## config.mk

```make
export PLATFORM = sky130hd
export DESIGN_NAME = toy_mem_responder
export DESIGN_NICKNAME = d
export VERILOG_FILES = /design/src/rtl/toy_cpu_pkg.sv /design/src/rtl/toy_mem_loader.sv /design/src/rtl/toy_mem_responder.sv
export SDC_FILE = /design/constraint.sdc
export NUM_CORES = 1
export LEC_CHECK = 0
export BUFFER_PORTS_ARGS = -buffer_cell sky130_fd_sc_hd__buf_2
export CELL_PAD_IN_SITES_DETAIL_PLACEMENT = 0
export CELL_PAD_IN_SITES_GLOBAL_PLACEMENT = 1
export CORE_UTILIZATION = 55
export CTS_CLUSTER_SIZE = 40
export DETAILED_ROUTE_END_ITERATION = 10
export GPL_TIMING_DRIVEN = 0
export PLACE_DENSITY_LB_ADDON = 0.1
export SYNTH_ARGS = -nofsm -noshare
export SYNTH_HDL_FRONTEND = slang
export SYNTH_SLANG_ARGS = --single-unit
export TNS_END_PERCENT = 30
```

## constraint.sdc

```tcl
create_clock -name clk -period 3.9 [get_ports clk]
set_input_delay 0.39 -clock clk [delete_from_list [all_inputs] [get_ports clk]]
set_output_delay 0.39 -clock clk [all_outputs]
set_load 0.01 [all_outputs]
```

## src/rtl/toy_cpu_pkg.sv

```systemverilog
// rtl/toy_cpu_pkg.sv - shared widths, word/address types and loader FSM states for the toy CPU memory
package toy_cpu_pkg;

    localparam int ADDR_W = 4;
    localparam int DATA_W = 8;
    localparam int DEPTH  = 1 << ADDR_W;
    localparam int CNT_W  = $clog2(DATA_W);

    typedef logic [DATA_W-1:0] word_t;
    typedef logic [ADDR_W-1:0] addr_t;
    typedef logic [CNT_W-1:0]  cnt_t;

    typedef enum logic [1:0] {
        ST_IDLE = 2'd0,
        ST_LOAD = 2'd1,
        ST_DONE = 2'd2,
        ST_DUMP = 2'd3
    } state_e;

endpackage

```

## src/rtl/toy_mem_loader.sv

```systemverilog
// rtl/toy_mem_loader.sv - serial word loader FSM driving the memory write port
// Optional serial readback of the whole store is built when TOY_MEM_DUMP_EN is defined.
module toy_mem_loader
    import toy_cpu_pkg::*;
(
    input  logic              clk,
    input  logic              rst,
    input  logic              load_en_i,
    input  logic              load_bit_i,
`ifdef TOY_MEM_DUMP_EN
    input  logic [DATA_W-1:0] dump_word_i,
`endif
    output logic              wr_en_o,
    output logic [ADDR_W-1:0] ptr_o,
    output logic [DATA_W-1:0] wr_data_o,
    output logic              busy_o,
    output logic              done_o,
    output logic              dump_out_o
);

    localparam cnt_t  CNT_MAX = cnt_t'(DATA_W - 1);
    localparam addr_t PTR_MAX = addr_t'(DEPTH - 1);

    state_e            state_q, state_d;
    cnt_t              cnt_q, cnt_d;
    addr_t             ptr_q, ptr_d;
    // The completed word is formed combinationally, so only DATA_W-1 bits are stored.
    logic [DATA_W-2:0] shift_q, shift_d;
    logic              done_q, done_d;
    logic              dump_q, dump_d;
    word_t             word_c;

    always_ff @(posedge clk) begin
        if (rst) begin
            state_q <= ST_IDLE;
            cnt_q   <= '0;
            ptr_q   <= '0;
            shift_q <= '0;
            done_q  <= 1'b0;
            dump_q  <= 1'b0;
        end else begin
            state_q <= state_d;
            cnt_q   <= cnt_d;
            ptr_q   <= ptr_d;
            shift_q <= shift_d;
            done_q  <= done_d;
            dump_q  <= dump_d;
        end
    end

    always_comb begin
        state_d = state_q;
        cnt_d   = cnt_q;
        ptr_d   = ptr_q;
        shift_d = shift_q;
        done_d  = done_q;
        dump_d  = 1'b0;
        wr_en_o = 1'b0;
        word_c  = {shift_q, load_bit_i};
        case (state_q)
            ST_IDLE: begin
                if (load_en_i) begin
                    state_d = ST_LOAD;
                    ptr_d   = '0;
                    cnt_d   = '0;
                end
            end
            ST_LOAD: begin
                if (!load_en_i) begin
                    state_d = ST_IDLE;
                end else begin
                    shift_d = word_c[DATA_W-2:0];
                    if (cnt_q == CNT_MAX) begin
                        wr_en_o = 1'b1;
                        cnt_d   = '0;
                        ptr_d   = ptr_q + 1'b1;
                        if (ptr_q == PTR_MAX) begin
                            state_d = ST_DONE;
                            done_d  = 1'b1;
                        end
                    end else begin
                        cnt_d = cnt_q + 1'b1;
                    end
                end
            end
            ST_DONE: begin
                if (load_en_i) begin
                    ptr_d   = '0;
                    cnt_d   = '0;
`ifdef TOY_MEM_DUMP_EN
                    state_d = load_bit_i ? ST_DUMP : ST_LOAD;
`else
                    state_d = ST_LOAD;
`endif
                end
            end
`ifdef TOY_MEM_DUMP_EN
            ST_DUMP: begin
                if (!load_en_i) begin
                    state_d = ST_DONE;
                end else begin
                    dump_d = dump_word_i[CNT_MAX - cnt_q];
                    if (cnt_q == CNT_MAX) begin
                        cnt_d = '0;
                        ptr_d = ptr_q + 1'b1;
                        if (ptr_q == PTR_MAX) begin
                            state_d = ST_DONE;
                        end
                    end else begin
                        cnt_d = cnt_q + 1'b1;
                    end
                end
            end
`endif
            default: state_d = ST_IDLE;
        endcase
    end

    assign ptr_o      = ptr_q;
    assign wr_data_o  = word_c;
    assign busy_o     = (state_q == ST_LOAD) || (state_q == ST_DUMP);
    assign done_o     = done_q;
    assign dump_out_o = dump_q;

endmodule

```

## src/rtl/toy_mem_responder.sv

```systemverilog
// rtl/toy_mem_responder.sv - 16x8 store answering toy CPU bus cycles, preloadable over a serial port
// Optional serial readback (dump_out) is built when TOY_MEM_DUMP_EN is defined.
module toy_mem_responder
    import toy_cpu_pkg::*;
(
    input  logic              clk,
    input  logic              rst,
    input  logic [ADDR_W-1:0] addr,
    input  logic [DATA_W-1:0] wdata,
    input  logic              we,
    output logic [DATA_W-1:0] rdata,
    input  logic              load_en,
    input  logic              load_bit,
    output logic              load_busy,
    output logic              load_done,
    output logic              dump_out
);

    word_t mem_q [DEPTH];
    logic  ld_wr_en;
    addr_t ld_ptr;
    word_t ld_wr_data;

    toy_mem_loader u_loader (
        .clk        (clk),
        .rst        (rst),
        .load_en_i  (load_en),
        .load_bit_i (load_bit),
`ifdef TOY_MEM_DUMP_EN
        .dump_word_i(mem_q[ld_ptr]),
`endif
        .wr_en_o    (ld_wr_en),
        .ptr_o      (ld_ptr),
        .wr_data_o  (ld_wr_data),
        .busy_o     (load_busy),
        .done_o     (load_done),
        .dump_out_o (dump_out)
    );

    // The loader owns the write port whenever it is busy; CPU writes are dropped then.
    always_ff @(posedge clk) begin
        if (rst) begin
            for (int i = 0; i < DEPTH; i++) begin
                mem_q[i] <= '0;
            end
        end else if (ld_wr_en) begin
            mem_q[ld_ptr] <= ld_wr_data;
        end else if (we && !load_busy) begin
            mem_q[addr] <= wdata;
        end
    end

    assign rdata = mem_q[addr];

endmodule

```

==> out/metrics.yaml <==
synth_warnings: 0
wl_met1_um: 6760
finalHoldViolCount: 0
final_net_count: 605
cts_buffer_depth: 2
die-area_um2: 13000
avgSynthCellArea_um2: 12.7
worstSetupPathType: "reg2reg"
fp-row-count: 40
io-pin-count: 28
status: "finished clean"
crit_path_start_kind: "flip-flop"
end_kind: "flip-flop"
fp.dieH_um: 114
top_layer: "met4"
synthDistinctLibCells: 44
gp_congestion: 0.905
timing.setup.tns_ps: 0
synth_edf_count: 128
p_leak_nw: 2.68
portBuffers: 24
max_cap_violations: 0
grt_pass1_wl_um: 25100
cts.sinks: 145
finalWirelength_um: 16300
coreArea_um2: 12100
grt_pass1_vias: 4441
rsz0062_at_grt: "false"
cts_resized: 0
setup_viol: 0
htreeDepth: 4
synthToLayoutAreaGrowth_pct: 11.9
synth_flop_cell: "edfxtp_1"
synth-simple-area-share: 0.171
layout_commonest_cell: "nor2_1"
fin_skew_ps: 8.42
drive_gt1_frac: 0.202
layout_worst_path_cycle_share: 0.728
worstHoldPathType: "in2reg"
synth_top_family_by_area: "simple AND/OR/NAND/NOR gates"
min_period_ps: 2840
cp_max_fo: 10
hpwlAfterDp_um: 11600
post_cts_buffers: 0
synth_compound_area_frac: 0.0553
synth-adder-area-share: 0.00543
fmax_mhz: 352
worstPathRequired_ps: 4040
antenna_found_initial: 0
cts-hold-fix-buffers: 0
start_util: 0.570
async_reset_ff_frac: 0
syn-cell-area_um2: 6910
critPathArrivalTime_ps: 2980
synth_xor_area_frac: 0.00254
overflow: 0
fin_util: 0.638
worst_pin_slew_ps: 1080
n_fill_cell: 955
wl_met3_um: 1280
ys_seq_elements: 145
remaining_drc_errors: 0
ir_drop_mv: 0.265
vias: 4576
cts_tree: "yes"
wl_met2_um: 7670
layout_common_cells: "nor2_1, edfxtp_1, buf_2"
grt_max_degree: 17
synth_nets: 562
seq_area_frac_synth: 0.606
syn_inst: 542
wire_per_inst_um: 21.3
maxSlewHeadroom: 0.257
grtUsageTotal: 0.272
worst_skew_pair.late_latency_ps: 420
drtIter0Drc: 511
clk_pin_slew_ps: 60
num_antenna_cells: 0
die_x_um: 114
muxShareOfSynthArea: 0.125
cts-root-buf: "clkbuf_16"
ant_nets: 0
cts_buffers: 17
timing.final.max_slew_violations: 0
power.density_nw_per_um2: 442
detail_route.first_pass.iterations: 5
via_per_inst: 5.97
==> metrics by stage <==
step           std cells  setup WS (ps)  power (mW)  hold slack, ps  cell area (um^2)
3_5_place_dp         734            937        2.06             444              7240
3_3_place_gp         734           1040        2.05             434              7240
2_1_floorplan        542           1790        1.96             436              6910
6_report             766           1060        3.41             229              7730
4_1_cts              766           1050        3.42             209              7730
5_1_grt              766            877        3.51             233              7730
==> logic make-up (layout without fill, tap and decap cells) <==
kind of cell / count (synthesis) / in the layout
flip-flops: 145 / 145
AND/OR/NAND/NOR: 240 / 240
AO/OA/AOI/OAI: 54 / 54
multiplexers: 55 / 55
other: 1 / 1
adder cells (fa/ha/maj): 3 / 3
XOR/XNOR: 2 / 2
buffers and inverters: 42 / 98
==> state kept, by name, indices dropped and copies added, names as in the netlist <==
name and count:
u_loader.done_o 1, mem_q 128, u_loader.state_q 2, u_loader.cnt_q 3
u_loader.ptr_o 4, u_loader.shift_q 7
==> report_power, final <==
group	switching (mW)	total [mW]	internal [mW]
sequential	0.0147	1.75	1.74
clock	0.585	1.39	0.801
combinational	0.176	0.275	0.0989
==> final timing paths <==
check / from / end / slack, ps / depth (start not counted)
max: u_loader.state_q[0] / mem_q[7][7] / 1060 / 6
min: load_bit / u_loader.shift_q[0] / 230 / 3
max reg2reg: u_loader.state_q[0] / mem_q[7][7] / 1060 / 6
min reg2reg: u_loader.done_o / u_loader.done_o / 450 / 2
==> per-layer routing <==
layer,global-route usage,vias to the layer above
met3,0.0731,39
met5,0,-
li1,-,2074
met2,0.421,203
met1,0.361,2260
met4,0.132,0
==> cell usage after synthesis (2+ instances only) <==
master / n / area, um^2
a21oi_1: 13 / 65.1
a221oi_1: 3 / 26.3
a22oi_1: 8 / 60.1
buf_2: 13 / 65.1
buf_4: 6 / 45.0
buf_6: 3 / 33.8
clkbuf_1: 14 / 52.6
dfxtp_1: 17 / 340
edfxtp_1: 128 / 3840
ha_1: 3 / 37.5
inv_1: 3 / 11.3
mux2i_1: 30 / 300
mux4_2: 25 / 563
nand2_1: 24 / 90.1
nand2b_1: 26 / 163
nand3_1: 4 / 20.0
nor2_1: 140 / 526
nor2b_1: 3 / 18.8
nor3_1: 11 / 55.1
nor3_4: 9 / 146
nor3b_1: 2 / 15.0
nor4_1: 12 / 75.1
o211ai_1: 3 / 22.5
o21ai_0: 7 / 35.0
o21ai_1: 2 / 10.0
o21ai_2: 14 / 123
or4_1: 2 / 15.0
==> worst max-delay path: stages, from the launching register on <==
cell and delay, ps:
dfxtp_1 310, buf_6 130, nor3b_2 420, buf_6 230, mux2i_1 900, clkbuf_1 450, nor2_1 100
==> area by class of cell <==
class	count	area, um^2	share of cell area
buffer	38	220	0.0285
timing repair buffer	24	120	0.0155
clock inverter	8	40.0	0.00518
multi-input combinational	355	2490	0.322
clock buffer	24	452	0.0584
inverter	4	15.0	0.00194
tap	168	210	0.0272
sequential	145	4180	0.541
No activity file was read; power rests on OpenSTA's default activity.
